## config.mk

```make
export PLATFORM = sky130hd
export DESIGN_NAME = mult_req_sched
export DESIGN_NICKNAME = d
export VERILOG_FILES = /design/src/rtl/mult_req_sched_pkg.sv /design/src/rtl/mult_rsp_fifo.sv /design/src/rtl/mult_req_sched.sv
export SDC_FILE = /design/constraint.sdc
export NUM_CORES = 2
export LEC_CHECK = 0
export ABC_CLOCK_PERIOD_IN_PS = 76000
export BUFFER_PORTS_ARGS = -buffer_cell sky130_fd_sc_hd__buf_4
export CORE_AREA = 2 2 607 609
export DETAILED_ROUTE_END_ITERATION = 7
export DIE_AREA = 0 0 609 611
export PLACE_DENSITY_LB_ADDON = 0.15
export SETUP_SLACK_MARGIN = 0.5
export SYNTH_ARGS = -nofsm -noshare
export SYNTH_HDL_FRONTEND = slang
export SYNTH_SLANG_ARGS = --single-unit
```

## constraint.sdc

```tcl
create_clock -name clk -period 76 [get_ports clk]
set_clock_uncertainty 0.1 [all_clocks]
set_input_delay 11.4 -clock clk [delete_from_list [all_inputs] [get_ports clk]]
set_output_delay 11.4 -clock clk [all_outputs]
set_load 0.01 [all_outputs]
```

## src/rtl/mult_req_sched_pkg.sv

```systemverilog
// Shared widths for the field-multiplier requester slice.
package mult_req_sched_pkg;

  localparam int unsigned FE_W   = 255;
  localparam int unsigned OPND_W = 256;
  localparam int unsigned PROD_W = 512;

endpackage

```

## src/rtl/mult_rsp_fifo.sv

```systemverilog
// Synchronous response FIFO; a push while full is only honoured alongside a pop.
module mult_rsp_fifo #(
  parameter int unsigned WIDTH = 8,
  parameter int unsigned DEPTH = 4
) (
  input  logic                       clk,
  input  logic                       rst,
  input  logic                       push,
  input  logic [WIDTH-1:0]           din,
  input  logic                       pop,
  output logic                       full,
  output logic                       empty,
  output logic [$clog2(DEPTH+1)-1:0] count,
  output logic [WIDTH-1:0]           dout
);

  localparam int unsigned AW = $clog2(DEPTH);
  localparam int unsigned CW = $clog2(DEPTH + 1);

  logic [WIDTH-1:0] mem [DEPTH];
  logic [AW-1:0]    wr_ptr;
  logic [AW-1:0]    rd_ptr;
  logic             do_push;
  logic             do_pop;

  assign full    = (count == CW'(DEPTH));
  assign empty   = (count == '0);
  assign dout    = mem[rd_ptr];
  assign do_pop  = pop & ~empty;
  assign do_push = push & (~full | do_pop);

  // Power-of-two depth lets the pointers wrap naturally.
  always_ff @(posedge clk or posedge rst) begin
    if (rst) begin
      mem    <= '{default: '0};
      wr_ptr <= '0;
      rd_ptr <= '0;
      count  <= '0;
    end else begin
      if (do_push) begin
        mem[wr_ptr] <= din;
        wr_ptr      <= wr_ptr + AW'(1);
      end
      if (do_pop) begin
        rd_ptr <= rd_ptr + AW'(1);
      end
      if (do_push && !do_pop) begin
        count <= count + CW'(1);
      end else if (do_pop && !do_push) begin
        count <= count - CW'(1);
      end
    end
  end

endmodule

```

## src/rtl/mult_req_sched.sv

```systemverilog
// Requester-side scheduler for the free-running field multiplier: credit-gated
// issue, tag pipeline matched to multiplier latency, in-order response FIFO.
module mult_req_sched
  import mult_req_sched_pkg::*;
#(
  parameter int unsigned MULT_LATENCY = 8,
  parameter int unsigned TAG_W        = 4,
  parameter int unsigned RES_DEPTH    = 4
) (
  input  logic              clk,
  input  logic              rst,
  input  logic              req_valid,
  output logic              req_ready,
  input  logic [OPND_W-1:0] req_op0,
  input  logic [OPND_W-1:0] req_op1,
  input  logic [TAG_W-1:0]  req_tag,
  output logic [OPND_W-1:0] mult_in0,
  output logic [OPND_W-1:0] mult_in1,
  input  logic [FE_W-1:0]   mult_out,
  output logic              rsp_valid,
  input  logic              rsp_ready,
  output logic [FE_W-1:0]   rsp_data,
  output logic [TAG_W-1:0]  rsp_tag,
  output logic              busy,
  output logic              ovf_err
);

  localparam int unsigned CRW   = $clog2(RES_DEPTH + 1);
  localparam int unsigned ENT_W = FE_W + TAG_W;

  logic                             accept;
  logic                             pop;
  logic                             capture;
  logic                             fifo_full;
  logic                             fifo_empty;
  logic [CRW-1:0]                   fifo_count;
  logic [ENT_W-1:0]                 fifo_dout;
  logic [CRW-1:0]                   credit;
  logic [CRW-1:0]                   credit_nxt;
  logic [MULT_LATENCY:0]            pipe_vld;
  logic [MULT_LATENCY:0][TAG_W-1:0] pipe_tag;

  assign accept    = req_valid & req_ready;
  assign rsp_valid = ~fifo_empty;
  assign pop       = rsp_valid & rsp_ready;
  assign capture   = pipe_vld[MULT_LATENCY];
  assign {rsp_data, rsp_tag} = fifo_dout;

  always_comb begin
    credit_nxt = credit;
    if (accept && !pop) begin
      credit_nxt = credit - CRW'(1);
    end else if (pop && !accept) begin
      credit_nxt = credit + CRW'(1);
    end
  end

  // Operand registers hold their last value while idle.
  always_ff @(posedge clk or posedge rst) begin
    if (rst) begin
      mult_in0 <= '0;
      mult_in1 <= '0;
    end else if (accept) begin
      mult_in0 <= req_op0;
      mult_in1 <= req_op1;
    end
  end

  // Tag pipe is one stage longer than the multiplier so its tail lines up with mult_out.
  always_ff @(posedge clk or posedge rst) begin
    if (rst) begin
      pipe_vld <= '0;
      pipe_tag <= '0;
    end else begin
      pipe_vld <= {pipe_vld[MULT_LATENCY-1:0], accept};
      pipe_tag <= {pipe_tag[MULT_LATENCY-1:0], req_tag};
    end
  end

  // ready/busy are registered from the next credit value so they never look at req_valid.
  always_ff @(posedge clk or posedge rst) begin
    if (rst) begin
      credit    <= CRW'(RES_DEPTH);
      req_ready <= 1'b1;
      busy      <= 1'b0;
      ovf_err   <= 1'b0;
    end else begin
      credit    <= credit_nxt;
      req_ready <= (credit_nxt != '0);
      busy      <= (credit_nxt != CRW'(RES_DEPTH));
      if (capture && fifo_full && !pop) begin
        ovf_err <= 1'b1;
      end
    end
  end

  mult_rsp_fifo #(
    .WIDTH (ENT_W),
    .DEPTH (RES_DEPTH)
  ) u_rsp_fifo (
    .clk   (clk),
    .rst   (rst),
    .push  (capture),
    .din   ({mult_out, pipe_tag[MULT_LATENCY]}),
    .pop   (pop),
    .full  (fifo_full),
    .empty (fifo_empty),
    .count (fifo_count),
    .dout  (fifo_dout)
  );

  // Every credit is either free, riding the tag pipe, or parked in the FIFO.
  always_ff @(posedge clk) begin
    if (!rst) begin
      assert (32'(credit) + 32'($countones(pipe_vld)) + 32'(fifo_count) == RES_DEPTH);
    end
  end

endmodule

```

==> impl_metrics.tcl <==
set metrics [dict create \
    clk_latency_ns 0.88 \
    crit_slowest_cell "buf_4" \
    netlist.area_leader.share 0.582 \
    p_leak_uw 0.0492 \
    grtUsageTotal 0.177 \
    hold_violations 0 \
    synth_cell_types 38 \
    portBuffers 1549 \
    powerDensity_nw_per_um2 21.0 \
    cts_resized 0 \
    ios 1550 \
    finalCritPeriodShare 0.225 \
    crit_type "reg2out" \
    max_freq_mhz 58.4 \
    drive_above_1_share 0.501 \
    finalSetupViolCount 0 \
    fill_cells 38200 \
    grt_pass1_wl_um 455000 \
    slew_viol_final 0 \
    cts_tree "built" \
    cp_max_fo 38 \
    syn_to_final_growth_pct 33.9 \
    path_clk_slew_ns 0.06 \
    die_w_um 609 \
    tightest_slew_ns 1.18 \
    crit_buf_inv 5 \
    synth-xor-area-share 0.000888 \
    ir_drop_mv 0.0152 \
    clock-root-buffer "clkbuf_16" \
    synth-edff-count 0 \
    wire_per_inst_um 29.8 \
    yosys.area_share.simple 0.0866 \
    cp_data_arrival_time_ns 5.61 \
    drt-total-wl_um 339000 \
    antenna_found_initial 204 \
    clk_path_buf_depth 4 \
    async_flop_share 1.00 \
    synth_fp_nets 5563 \
    rows 222 \
    grt_start_max_net_pins 155 \
    route.detailed.drc 0 \
    vias 45500 \
    synth_top_family_by_area "multiplexers" \
    cp-end-kind "output port" \
    syn-cell-area_sq_um 69000 \
    rsz0062_at_grt "false" \
    die-area_sq_um 372000 \
    cts.sinks 1606 \
    yosys_warnings 0 \
    ys_ff_latch 1606 \
    dominantRegCellSynth "dfrtp_1" \
    crit_path_max_incr_delay_ns 0.81 \
    cts_hold_buf 0 \
    drtAntennaViolNets 0 \
    post-cts-setup-buffers 0 \
    maxCapViolCount 0 \
    yosys-mux-area-fraction 0.300 \
    die_h_um 611 \
    initial_core_util 0.189 \
    grt_pass1_vias 48900 \
    status "complete, no violations" \
    synth.most_common_cell "dfrtp_1" \
    synth_top_area_cell "dfrtp_1" \
    total_power_uw 1940 \
    tns_ns 0 \
    avgSynthCellArea_sq_um 14.4 \
    crit_required_ns 64.50 \
    crit_chain "buf_4 > buf_4 > buf_4 > buf_4 > mux4_2 > buf_4" \
    critPathTopFamily "buffers and inverters" \
    ys_seq_area_frac 0.582 \
    grt-ovfl-total 0 \
    numCtsBuffers 203 \
    hpwl_um 257000 \
    synth_commonest_cells "dfrtp_1, nand2_1, mux2_4, mux4_2, mux2_2" \
    ys_top_cells_by_area "dfrtp_1, mux2_4, mux4_2" \
    place_congestion 0.979 \
    drt_pre_antenna_iters 5 \
    crit_path_start_kind "flip-flop" \
    coreArea_sq_um 365000 \
    syn_inst 4780 \
    synth_compound_area_frac 0.000852 \
    hp-class "reg2reg" \
    crit_path_frequent_cell "buf_4" \
    fin_nets 7100 \
    timing.hold.ws_ns 0.240 \
    min_period_ns 17.11 \
    vias_per_cell 4.00 \
    drt-initial-drc-count 2899 \
    fin_util 0.253 \
    slew_headroom 0.216 \
    htreeDepth 4 \
    synth_adder_area_share 0.00156 \
]
[sequential cells by signal, indices dropped and copies added, names as in the netlist, 2 cells and up]
signal / flops
mult_in0: 256
u_rsp_fifo.count: 3
pipe_tag: 36
u_rsp_fifo.wr_ptr: 2
pipe_vld: 9
mult_in1: 256
u_rsp_fifo.mem: 1036
u_rsp_fifo.rd_ptr: 2
credit: 3
[final cells by class]
class                      count  area [sq um]  share of cell area
antenna                       56           140             0.00152
clock buffer                 294          5910              0.0639
clock inverter                74           992              0.0107
inverter                       8          45.0            0.000487
multi-input combinational   2881         26900               0.291
sequential                  1606         40200               0.435
tap                         4816          6030              0.0652
timing repair buffer        1617         12200               0.132
[kinds of logic after synthesis]
family                     after synthesis
and+or+nand+nor                       1561
DFF                                   1606
AOI/OAI and AO/OA                        8
buffers and inverters                  293
xor gates and xnor gates                 7
muxes                                 1297
adders and majority gates                8
[worst reg2reg max path: stages, from the launching register on]
cell,delay [ns]
dfrtp_1,0.45
nor4b_4,0.31
nor2b_2,0.23
nand2_8,0.61
buf_12,0.66
buf_4,0.88
buf_4,0.99
mux2_2,0.47
[where the power goes]
group          switching [uW]  internal, uW  total [uW]
Clock                     417           601        1020
Sequential              0.364           856         857
Combinational            33.8          27.6        61.4
Total                     451          1490        1940
[layer usage]
metal | track usage | vias to the layer above | share of wire
met5 | 0 | - | 0.00020
met4 | 0.0850 | 12 | 0.052
met3 | 0.0703 | 691 | 0.090
met1 | 0.183 | 23700 | 0.35
met2 | 0.312 | 1647 | 0.51
li1 | - | 19400 | -
[through the flow]
step	worst slack, ns	cells	area (sq um)
after floorplan	19.19	4780	69000
after global placement	58.77	10900	85400
after global routing	58.25	11300	92400
after detailed placement	58.65	10900	85400
final	58.89	11400	92400
after CTS	58.39	11300	92300
[placed cells by master, fill, tap and decap left out, drive strengths merged]
cell type	Yosys	layout
a211oi	1	1
a21o	1	1
a221oi	1	1
a31oi	1	1
and3	1	1
and4	1	1
buf	176	1617
bufinv	0	18
clkbuf	109	294
clkinv	0	41
clkinvlp	0	10
dfrtp	1604	1604
dfstp	2	2
diode	0	56
fa	1	1
ha	7	7
inv	8	13
mux2	1037	1037
mux2i	1	1
mux4	259	259
nand2	1545	1545
nand2b	1	1
nand3	2	2
nand4	1	1
nor2	5	5
nor2b	1	1
nor4b	1	1
nor4bb	1	1
o211ai	1	1
o21ai	1	1
o31a	1	1
o31ai	1	1
or3	1	1
or4	1	1
xnor2	5	5
xor2	2	2
[final timing paths]
path | startpoint | end | slack (ns) | cells after the start
min in group asynchronous | rst | u_rsp_fifo.mem[502]$_DFFE_PP0P_ | 10.45 | 2
max in group asynchronous | rst | u_rsp_fifo.mem[872]$_DFFE_PP0P_ | 59.93 | 8
setup / recovery | u_rsp_fifo.rd_ptr[0]$_DFFE_PP0P_ | rsp_data[164] | 58.89 | 6
hold / removal | pipe_vld[3]$_DFF_PP0_ | pipe_vld[4]$_DFF_PP0_ | 0.24 | 0
setup reg to reg | u_rsp_fifo.count[1]$_DFFE_PP0P_ | u_rsp_fifo.mem[1017]$_DFFE_PP0P_ | 71.25 | 7
hold reg to reg | pipe_vld[3]$_DFF_PP0_ | pipe_vld[4]$_DFF_PP0_ | 0.24 | 0
Note: power is estimated with default switching activity, not from simulation.
